==> src/rtl/hdcp_tx_ctl.sv <==
// rtl/hdcp_tx_ctl.sv - HDCP transmit link controller: cipher sequencing, pixel encryption, vsync control codes
module hdcp_tx_ctl #(
   parameter int CTL_OFFSET = 8,
   parameter int CTL_LEN    = 16,
   parameter int CNT_W      = 10
) (
   input  logic        clk,
   input  logic        rst,
   input  logic        link_lost,
   input  logic        auth_start,
   input  logic        encrypt_req,
   input  logic        de,
   input  logic        hsync,
   input  logic        vsync,
   input  logic [23:0] pix_in,
   output logic        cipher_init,
   output logic        cipher_auth,
   output logic        cipher_rekey,
   output logic        cipher_stream_ena,
   input  logic [23:0] cipher_stream,
   input  logic        cipher_ready,
   output logic [23:0] pix_out,
   output logic        de_out,
   output logic        hsync_out,
   output logic        vsync_out,
   output logic [3:0]  ctl_code_out,
   output logic        authenticated,
   output logic        enc_active
);

   typedef enum logic [3:0] {
      IDLE, AUTH_PULSE, AUTH_WAIT, WAIT_VSYNC,
      FRAME_INIT_PULSE, FRAME_INIT_WAIT, READY, REKEY_WAIT
   } state_t;

   localparam logic [CNT_W:0] WIN_LO = (CNT_W+1)'(CTL_OFFSET);
   localparam logic [CNT_W:0] WIN_HI = (CNT_W+1)'(CTL_OFFSET + CTL_LEN);

   state_t           state;
   logic             vsync_d, de_d, seen_low, vsync_pend, enc_frame;
   logic [CNT_W-1:0] win_cnt;

   logic             vsync_rise, de_fall, auth_st, enc_ok, ready_ok, in_win, enc_now;
   logic [CNT_W-1:0] cnt_cur;

   assign vsync_rise = vsync & ~vsync_d;
   assign de_fall    = ~de & de_d;
   assign auth_st    = state inside {FRAME_INIT_PULSE, FRAME_INIT_WAIT, READY, REKEY_WAIT};
   assign enc_ok     = encrypt_req &
                       (state inside {READY, REKEY_WAIT, WAIT_VSYNC, FRAME_INIT_PULSE, FRAME_INIT_WAIT});
   // Cipher handshakes complete only after ready has been observed low since the request.
   assign ready_ok   = cipher_ready & seen_low;
   // The rise cycle itself is window position 0; the stored count lags by one.
   assign cnt_cur    = vsync_rise ? '0 : win_cnt;
   assign in_win     = ({1'b0, cnt_cur} >= WIN_LO) && ({1'b0, cnt_cur} < WIN_HI);
   assign enc_now    = vsync_rise ? enc_ok : enc_frame;

   assign cipher_stream_ena = de & enc_frame & (state == READY);
   assign enc_active        = enc_frame;

   always_ff @(posedge clk) begin
      if (rst || link_lost) begin
         state         <= IDLE;
         vsync_d       <= 1'b0;
         de_d          <= 1'b0;
         seen_low      <= 1'b0;
         vsync_pend    <= 1'b0;
         enc_frame     <= 1'b0;
         win_cnt       <= '0;
         cipher_init   <= 1'b0;
         cipher_auth   <= 1'b0;
         cipher_rekey  <= 1'b0;
         pix_out       <= '0;
         de_out        <= 1'b0;
         hsync_out     <= 1'b0;
         vsync_out     <= 1'b0;
         ctl_code_out  <= 4'b0000;
         authenticated <= 1'b0;
      end else begin
         vsync_d   <= vsync;
         de_d      <= de;
         de_out    <= de;
         hsync_out <= hsync;
         vsync_out <= vsync;
         pix_out   <= cipher_stream_ena ? (pix_in ^ cipher_stream) : pix_in;

         if (vsync_rise) enc_frame <= enc_ok;
         if (vsync) win_cnt <= (&cnt_cur) ? cnt_cur : cnt_cur + 1'b1;

         if (in_win && vsync && !de)
            ctl_code_out <= enc_now ? 4'b1001 : (auth_st ? 4'b0001 : 4'b0000);
         else
            ctl_code_out <= 4'b0000;

         cipher_init   <= (state == AUTH_PULSE) || (state == FRAME_INIT_PULSE);
         cipher_auth   <= (state == AUTH_PULSE);
         authenticated <= auth_st;
         cipher_rekey  <= 1'b0;

         if ((state inside {AUTH_WAIT, FRAME_INIT_WAIT, REKEY_WAIT}) && !cipher_ready)
            seen_low <= 1'b1;

         if (auth_start) begin
            state <= AUTH_PULSE;
         end else begin
            case (state)
               IDLE: ;
               AUTH_PULSE: begin
                  seen_low <= 1'b0;
                  state    <= AUTH_WAIT;
               end
               AUTH_WAIT:
                  if (ready_ok) state <= WAIT_VSYNC;
               WAIT_VSYNC:
                  if (vsync_rise) state <= FRAME_INIT_PULSE;
               FRAME_INIT_PULSE: begin
                  seen_low   <= 1'b0;
                  vsync_pend <= 1'b0;
                  state      <= FRAME_INIT_WAIT;
               end
               FRAME_INIT_WAIT:
                  if (ready_ok) state <= READY;
               READY: begin
                  if (vsync_rise) begin
                     state <= FRAME_INIT_PULSE;
                  end else if (de_fall) begin
                     cipher_rekey <= 1'b1;
                     seen_low     <= 1'b0;
                     state        <= REKEY_WAIT;
                  end else if (!cipher_ready) begin
                     // Cipher dropped ready on its own; its low phase is already seen.
                     seen_low <= 1'b1;
                     state    <= REKEY_WAIT;
                  end
               end
               REKEY_WAIT: begin
                  if (vsync_rise) vsync_pend <= 1'b1;
                  if (ready_ok)
                     state <= (vsync_pend || vsync_rise) ? FRAME_INIT_PULSE : READY;
               end
               default: state <= IDLE;
            endcase
         end
      end
   end

endmodule

==> config.mk <==
export PLATFORM = sky130hd
export DESIGN_NAME = hdcp_tx_ctl
export DESIGN_NICKNAME = d
export VERILOG_FILES = /design/src/rtl/hdcp_tx_ctl.sv
export SDC_FILE = /design/constraint.sdc
export NUM_CORES = 1
export LEC_CHECK = 0
export CORE_UTILIZATION = 45
export DETAILED_ROUTE_END_ITERATION = 12
export PLACE_DENSITY_LB_ADDON = 0.12
export SKIP_LAST_GASP = 1
export SYNTH_ARGS = -nofsm -noshare
export SYNTH_HDL_FRONTEND = slang
export SYNTH_SLANG_ARGS = --single-unit
export TNS_END_PERCENT = 20
==> constraint.sdc <==
create_clock -name clk -period 4.5 [get_ports clk]
set_clock_uncertainty 0.2 [all_clocks]
set_input_delay 0.9 -clock clk [delete_from_list [all_inputs] [get_ports clk]]
set_output_delay 0.9 -clock clk [all_outputs]
set_load 0.02 [all_outputs]
==> results of run 1 <==
[layout make-up]
class,count,area [um2],share of cell area (%)
Multi-Input combinational cell,182,1070,34.0
Sequential cell,49,981,31.1
Timing Repair Buffer,93,926,29.3
Clock buffer,7,86.3,2.73
Tap cell,52,65.1,2.06
Inverter,7,26.3,0.832
[cell families after synthesis]
family | count (synthesis) | share of synthesized area [%]
buf+inv | 24 | 5.59
compound gates | 35 | 10.8
simple gates | 115 | 25.7
fa+ha+maj | 2 | 1.15
other cells | 1 | 0.173
mux | 2 | 0.922
xor+xnor | 26 | 10.5
flops | 49 | 45.2
[cells in the mapped netlist (all sizes together), types with 2 or more instances]
cell type	number
and4	2
a21oi	7
o21ai	5
nand4	4
buf	12
clkbuf	5
and2	4
a211oi	6
nand3	28
a31oi	8
a2111oi	2
nor3	8
nor2	40
a41oi	2
dfxtp	49
nand2	16
a31o	3
mux2i	2
and3	4
ha	2
nand2b	3
inv	7
xor2	26
[sequential cells by signal, indices dropped and copies added, names as in the netlist, 2 cells and up]
register / count
state: 3
win_cnt: 10
ctl_code_out: 2
pix_out: 24
[stage by stage]
| step | setup WS (ps) | std cells | hold slack [ps] | utilization (%) |
|---|---|---|---|---|
| 2_1_floorplan | 1820 | 255 | 271 | - |
| 3_3_place_gp | 1260 | 383 | 304 | 68.2 |
| 3_5_place_dp | 1160 | 383 | 313 | 68.2 |
| 4_1_cts | 1190 | 390 | 336 | 70.1 |
| 5_1_grt | 1100 | 390 | 383 | 70.1 |
| 6_report | 1200 | 390 | 337 | 70.1 |
[report_power, final]
| group | internal, mW | leakage (nW) | total, mW | switching [mW] |
|---|---|---|---|---|
| sequential | 0.444 | 0.399 | 0.449 | 0.00496 |
| combinational | 0.0712 | 0.703 | 0.122 | 0.0511 |
| clock | 0.122 | 0.0443 | 0.256 | 0.134 |
[worst max-delay path: cells and delay by family, from the launching register on]
kind	cells	cell delay, ps
buf+inv	2	880
flops	1	590
simple gates	2	420
[worst min path at each step]
stage,start,end,slack [ps],cells past startpoint
floorplan,win_cnt[4],win_cnt[4],270,1
global placement,win_cnt[4],win_cnt[4],300,1
detailed placement,win_cnt[4],win_cnt[4],310,1
CTS,win_cnt[4],win_cnt[4],340,1
global route,win_cnt[4],win_cnt[4],380,1
finish,win_cnt[4],win_cnt[4],340,1
[per-layer routing]
metal / wire length (um) / GRT usage (%)
met1: 2230 / 25.3
met2: 2610 / 37.9
met3: 355 / 5.49
met4: 114 / 8.50
met5: 0 / 0
[placed cells by master, fill, tap and decap left out, types with 3 or more instances in the layout]
cell / count
inv_1: 7
nor2_1: 40
xor2_1: 26
a21oi_1: 7
nand4_1: 3
nor3_1: 8
and3_1: 3
o21ai_0: 5
dfxtp_1: 49
nand2b_1: 3
a211oi_1: 6
and2_1: 3
clkbuf_8: 6
nand3_1: 28
clkdlybuf4s50_1: 91
nand2_1: 16
a31oi_1: 8
==> metrics, run 1 <==
placer congestion estimate 0.855; IO buf count 91; overall routing resource usage 21.6%; Slowest Stage Delay on Critical Path 610 ps; CTS Hold Bufs 0; Post-synth EDFFs 0; worst-path cell chain and4b_1 -> buf_4 -> and2_1 -> clkdlybuf4s50_1; Net count, final 397; Root Buffer clkbuf_8; worst min-delay path class reg2reg; Pwr Density 262 nW/um2; R2R Path End win_cnt[8]; Clk Latency, worst-skew pair 290 ps; critical path class reg2out; CP max stage cell clkdlybuf4s50_1; Initial Util 48.2%; CTS tree yes; largest area contributor in the netlist dfxtp_1; Cell Area, Synth 2170 um2; P_leak 1.15 nW; initial antenna violation count 0; Final Setup Violations 0; Final Cell Area 3160 um2; main flop type after synthesis dfxtp_1; max-capacitance violation count 0; layout cell share with drive strength beyond 1 4.73%; f_max 0.303 GHz; Placed Area 3070 um2; post_cts resized 0; Yosys top cell area share 45.2%; CP Capture Type output port; total CTS buffers 5; die area 5110 um2; first-pass GRT wire length 8630 um; antenna violation net count after detailed routing 0; drt first pass iters 5; Seq/Total Area, Yosys 45.2%; area grow syn2layout 45.4%; endpoints failing hold 0; Pwr Total 828 uW; worst slew pin tran 724 ps; Area contributors post-synth dfxtp_1 45%, xor2_1 10%, nor2_1 6.9%, nand3_1 6.5%, nand2_1 2.8%; RSZ-0062 raised after global routing false; CP Max Fanout 25; Rows 24; Critical Path Sink cipher_stream_ena; fillcell total 379; Max VDD drop 147 uV; crit start category register; Period minus WS final 3300 ps; Post CTS Setup Buffer Count 0; H-tree Lvls 2; CP required 3400 ps; total congestion overflow 0; Worst slew margin 51.8%; Worst R2R Setup Slack 2090 ps; die span in x 71.5 um; antenna cells 0; total wire length after detailed routing 5310 um; drt drc 0; DR vias/cell 5.31; Ys Warns 0; I/O Pins 94; drt wl/cell 13.6 um; critical path launch point state[1]; Syn Area/Cell 8.55 um2; Die H 71.5 um; Total Neg Setup Slack 0 ps; area of the core 4500 um2; post-synth cell types 41; vias in the first global route 1,905; fin crit share 73.3%; Slew Viols, Final 0; R2R cell count 8; Sink Count 49; r2r startpoint vsync_d; via count 2,071; worst-case clock buffer depth 2; hpwl dp 3820 um; initial drt markers 150; FF+latch count, synth 49; async set or reset register ratio after synthesis 0%; clk slew on worst S/H paths 90 ps; Mapped Cells 254; largest net degree at the start of global routing 40; status finished clean; CP arrival 2200 ps
Note: power is estimated with default switching activity, not from simulation.
==> run 2: changes to the inputs <==
--- a/config.mk
+++ b/config.mk
@@ -5,7 +5,7 @@
 export SDC_FILE = /design/constraint.sdc
 export NUM_CORES = 1
 export LEC_CHECK = 0
-export CORE_UTILIZATION = 45
+export CORE_UTILIZATION = 42
 export DETAILED_ROUTE_END_ITERATION = 12
 export PLACE_DENSITY_LB_ADDON = 0.12
 export SKIP_LAST_GASP = 1
==> constraint.sdc (replaced) <==
create_clock -name clk -period 3.3 [get_ports clk]
set_clock_uncertainty 0.2 [all_clocks]
set_input_delay 0.66 -clock clk [delete_from_list [all_inputs] [get_ports clk]]
set_output_delay 0.66 -clock clk [all_outputs]
set_load 0.02 [all_outputs]
==> run 2 against run 1 <==
  * Clock power up 72%
  * Combinational power increased by 39%
  * Via count rose by 0.82%
  * Register-to-register slack worse by 1000 ps
  * First-iteration DRC count is 37% lower
  * Total power is 48% higher
  * Sequential cell count unchanged
  * Critical path type unchanged
  * Critical path depth is 1 lower
  * Critical endpoint unchanged
==> metrics, run 2 (synthesized netlist as in run 1, its figures left out) <==
status finished clean; CP top delay family buffers and inverters; Die H 73.9 um (+3.4%); largest net degree at the start of global routing 28 (-30%); first-pass GRT wire length 8380 um (-2.9%); post_cts resized 0 (unchanged); Rows 25 (+4.2%); max-capacitance violation count 0 (unchanged); crit start category register; DR vias/cell 5.11 (-3.9%); Post CTS Setup Buffer Count 0 (unchanged); clk slew on worst S/H paths 90 ps (about the same); Reg power frac 50.1% (-4.2 points); WP buf/inv 1 (-1); fin crit share 85.5%; Sink Count 49 (unchanged); I/O Pins 94 (unchanged); IO buf count 91 (unchanged); r2r startpoint vsync_d; Finished Core Util 66.6% (-3.5 points); hpwl dp 3820 um (about the same); switching share of power 22.1% (-0.94 points); worst min-delay path class reg2reg; via count 2,088 (+0.82%); overall routing resource usage 20.3% (-1.3 points); P_leak 1.17 nW (+2.5%); CP Max Fanout 14 (-44%); antenna violation net count after detailed routing 0 (unchanged); CTS tree yes; CP Capture Type output port; drt drc 0 (unchanged); Clk Latency, worst-skew pair 290 ps (about the same); drt first pass iters 4 (-1); critical path launch point state[1]; Top reg by flops pix_out; Total Neg Setup Slack 0 ps (unchanged); Cells after DPL 401 (+4.7%); area grow syn2layout 48.7%; endpoints failing hold 0 (unchanged); total CTS buffers 5 (unchanged); power share of the combinational group 13.9% (-0.9 points); placer congestion estimate 0.841 (-1.6%); Root Buffer clkbuf_8; Slowest Stage Delay on Critical Path 630 ps (+20 ps); Largest regs pix_out x24, win_cnt x10, state x3; worst-path cell chain and4b_1 -> and2_1 -> clkdlybuf4s50_1; initial antenna violation count 0 (unchanged); worst slew pin tran 490 ps (-233 ps); Max VDD drop 260 uV (+76%); Final Setup Violations 0 (unchanged); critical path class reg2out; die area 5460 um2 (+6.9%); H-tree Lvls 2 (unchanged); total congestion overflow 0 (unchanged); RSZ-0062 raised after global routing false; clock share of power 36.0% (+5.0 points); Initial Util 44.8% (-3.4 points); Period minus WS final 2820 ps; die span in x 73.9 um (+3.4%); CP arrival 1960 ps (-240 ps); commonest cells after routing, fill and taps aside 91 x clkdlybuf4s50_1, 49 x dfxtp_1, 40 x nor2_1; CP max stage cell clkdlybuf4s50_1; Slew Viols, Final 0 (unchanged); hold path start win_cnt[8]; CP required 2440 ps (-960 ps); f_max 0.354 GHz; layout cell share with drive strength beyond 1 5.85% (+1.1 points); max FFs per register 24 (unchanged); Net count, final 400 (+0.76%); worst-case clock buffer depth 2 (unchanged); Pwr Density 379 nW/um2 (+44%); commonest non-fill, non-tap cell in the layout clkdlybuf4s50_1; Int Pwr 953 uW (+49%); total wire length after detailed routing 5370 um (+1.1%); vias in the first global route 1,845 (-3.1%); switching pwr 270 uW (+42%); area of the core 4850 um2 (+7.6%); Worst slew margin 66.5% (+15 points); drt wl/cell 13.1 um (-3.6%); CTS Hold Bufs 0 (unchanged); antenna cells 0 (unchanged); Non-Filler Instances 409 (+4.9%); initial drt markers 94 (-37%)
[run 2: worst paths after layout]
| kind | end | depth (start not counted) | slack [ps] |
|---|---|---|---|
| worst max-delay path | cipher_stream_ena | 3 | 480 |
| worst max register to register | win_cnt[8] | 8 | 1090 |
| worst min-delay path | win_cnt[8] | 2 | 340 |
| worst min register to register | win_cnt[8] | 2 | 340 |
[run 2: through the flow]
| stage | power (mW) | cell area, um2 | hold slack, ps | setup WS [ps] |
|---|---|---|---|---|
| final | 1.22 | 3230 | 342 | 478 |
| after floorplan | 0.690 | 2170 | 271 | 1050 |
| after CTS | 1.24 | 3230 | 339 | 461 |
| after global routing | 1.27 | 3230 | 369 | 362 |
| after detailed placement | 0.797 | 3110 | 321 | 399 |
| after global placement | 0.795 | 3110 | 301 | 493 |
[run 2: area by class of cell]
cell class | count | area, um2
Inverter | 7 | 26.3
Clock inverter | 1 | 30.0
Fill cell | 423 | 1620
Sequential cell | 49 | 981
Clock buffer | 7 | 86.3
Timing Repair Buffer | 96 | 948
Multi-Input combinational cell | 182 | 1070
Tap cell | 67 | 83.8
[run 2: layer usage]
layer  global-route usage (%)  share of wire [%]  wire length (um)
met1                     23.8                 39              2100
met3                     8.09                9.4               504
met4                     6.41                1.5                80
met2                     33.7                 50              2680
met5                        0                  0                 0
[run 2: tightest hold or removal path: stages (launching register included)]
cell     delay (ps)
dfxtp_1         360
nand2_1          80
a31oi_1          60
[run 2: power by group through the flow]
| stage | Combinational, mW | Sequential (mW) | Clock (mW) |
|---|---|---|---|
| floorplan | 0.0481 | 0.642 | 0 |
| global placement | 0.169 | 0.626 | 0 |
| detailed placement | 0.170 | 0.627 | 0 |
| CTS | 0.171 | 0.613 | 0.453 |
| global route | 0.183 | 0.615 | 0.473 |
| finish | 0.170 | 0.613 | 0.440 |
==> run 3: changes to the inputs <==
--- a/config.mk
+++ b/config.mk
@@ -5,6 +5,7 @@
 export SDC_FILE = /design/constraint.sdc
 export NUM_CORES = 1
 export LEC_CHECK = 0
+export CORE_ASPECT_RATIO = 0.75
 export CORE_UTILIZATION = 42
 export DETAILED_ROUTE_END_ITERATION = 12
 export PLACE_DENSITY_LB_ADDON = 0.12
==> run 3 against run 2 <==
  * Fmax grew 1.7%
  * Total power shrank 6.3%
  * Global-route usage shrank 0.93 points
  * Largest cell class unchanged
  * Highest routed layer unchanged
==> metrics, run 3 (synthesized netlist as in run 1, its figures left out) <==
status finished clean; total wire length after detailed routing 5050 um (-5.9%); Largest regs pix_out x24, win_cnt x10, state x3; CP arrival 1920 ps (-40 ps); met3 wire len 543 um (+7.7%); Slew Viols, Final 0 (unchanged); max-capacitance violation count 0 (unchanged); CTS Hold Bufs 0 (unchanged); clk slew on worst S/H paths 80 ps (about the same); overall routing resource usage 19.3% (-0.93 points); first-pass GRT wire length 8290 um (-1.1%); commonest cells after routing, fill and taps aside 91 x clkdlybuf4s50_1, 49 x dfxtp_1, 40 x nor2_1; largest net degree at the start of global routing 40 (+43%); Initial Util 44.1% (-0.72 points); hpwl dp 3770 um (-1.3%); DR vias/cell 5.04 (-1.3%); CTS tree yes; post_cts resized 0 (unchanged); area of the core 4930 um2 (+1.6%); worst min-delay path class reg2reg; worst-case clock buffer depth 2 (unchanged); Worst R2R Setup Slack 1080 ps (about the same); CP Capture Type output port; total congestion overflow 0 (unchanged); hold path depth 1 (-1); Pwr Density 359 nW/um2 (-5.3%); R2R Path End win_cnt[8]; P_leak 1.16 nW (-1.0%); die span in x 85.0 um (+15%); Post CTS Setup Buffer Count 0 (unchanged); drt wl/cell 12.6 um (-4.0%); antenna violation net count after detailed routing 0 (unchanged); Root Buffer clkbuf_8; initial antenna violation count 0 (unchanged); endpoints failing hold 0 (unchanged); antenna cells 0 (unchanged); Clk Latency, worst-skew pair 290 ps (about the same); RSZ-0062 raised after global routing false; critical path class reg2out; Pwr Total 1.14 mW (-6.3%); CP max stage cell clkdlybuf4s50_1; die area 5460 um2 (about the same); CP Max Fanout 14 (unchanged); met1 WL 2270 um (+7.9%); r2r startpoint vsync_d; Slowest Stage Delay on Critical Path 620 ps (about the same); R2R cell count 8 (unchanged); f_max 0.360 GHz (+1.7%); WHS Endpoint win_cnt[4]; CP top delay family buffers and inverters; DR top layer met4; Met2 Routed Length 2200 um (-18%); layout cell share with drive strength beyond 1 5.87% (+0.017 points); via count 2,021 (-3.2%); Total Neg Setup Slack 0 ps (unchanged); commonest non-fill, non-tap cell in the layout clkdlybuf4s50_1; drt first pass iters 4 (unchanged); H-tree Lvls 2 (unchanged); Max VDD drop 173 uV (-33%); WP buf/inv 1 (unchanged); Die H 64.3 um (-13%); worst-path cell chain and4b_1 -> and2_1 -> clkdlybuf4s50_1; drt drc 0 (unchanged); worst slew pin tran 732 ps (+241 ps); total CTS buffers 5 (unchanged); placer congestion estimate 0.890 (+5.8%); Net count, final 399 (-0.25%); initial drt markers 173 (+84%); CP required 2440 ps (about the same); area grow syn2layout 47.0%; IO buf count 91 (unchanged); Rows 22 (-12%); fin crit share 84.1% (-1.4 points); Cells after DPL 393 (-2.0%); Worst slew margin 51.2% (-15 points); Period minus WS final 2780 ps (-45.9 ps); crit start category register; vias in the first global route 1,793 (-2.8%); Non-Filler Instances 401 (-2.0%); WHS 337 ps (-5.01 ps); max FFs per register 24 (unchanged); Top reg by flops pix_out; Final Setup Violations 0 (unchanged); critical path launch point state[1]; hold path start win_cnt[4]; Sink Count 49 (unchanged); I/O Pins 94 (unchanged)
==> run 3: cell count changes in the layout (fill, tap and decap cells not counted), sizes merged <==
cell,previous run,this run
clkbuf,7,6
clkinv,0,2
bufinv,1,0
buf,5,4
==> run 3: worst register-to-register path, stage by stage, from the launching register on <==
cell	delay, ps
dfxtp_1	480
nand2b_1	190
nand2_1	120
inv_1	70
ha_1	220
and2_2	210
nand4_2	110
or3b_1	390
a31oi_1	150
==> run 3: layout make-up <==
type                            instances  area, um2
Fill cell                             430       1740
Multi-Input combinational cell        182       1070
Sequential cell                        49        981
Timing Repair Buffer                   95        941
Clock buffer                            6       82.6
Tap cell                               60       75.1
Inverter                                7       26.3
Clock inverter                          2       13.8
==> run 3: how the worst max path moves through the flow <==
stage / to / slack (ps) / cells after the start
after floorplan: win_cnt[8] / 1050 / 9
after global placement: win_cnt[8] / 490 / 9
after detailed placement: win_cnt[8] / 410 / 9
after CTS: cipher_stream_ena / 530 / 3
after global routing: cipher_stream_ena / 380 / 3
final: cipher_stream_ena / 520 / 3
==> run 3: through the flow <==
| stage | worst slack [ps] | area (um2) | utilization [%] |
|---|---|---|---|
| floorplan | 1050 | 2170 | - |
| global placement | 485 | 3100 | 62.8 |
| detailed placement | 414 | 3100 | 62.8 |
| CTS | 533 | 3190 | 64.8 |
| global route | 382 | 3190 | 64.8 |
| finish | 524 | 3190 | 64.8 |
==> run 3: per-layer routing <==
metal  global-route usage, %  up-vias
met1                    25.5      899
met5                       0        -
met3                    8.27        4
met4                    5.30        0
met2                    28.7       85
li1                        -     1033
==> run 3: power by group <==
| part | switching, mW | total, mW | internal (mW) |
|---|---|---|---|
| Combinational | 0.0693 | 0.168 | 0.0989 |
| Sequential | 0.00675 | 0.613 | 0.606 |
| Clock | 0.194 | 0.364 | 0.170 |
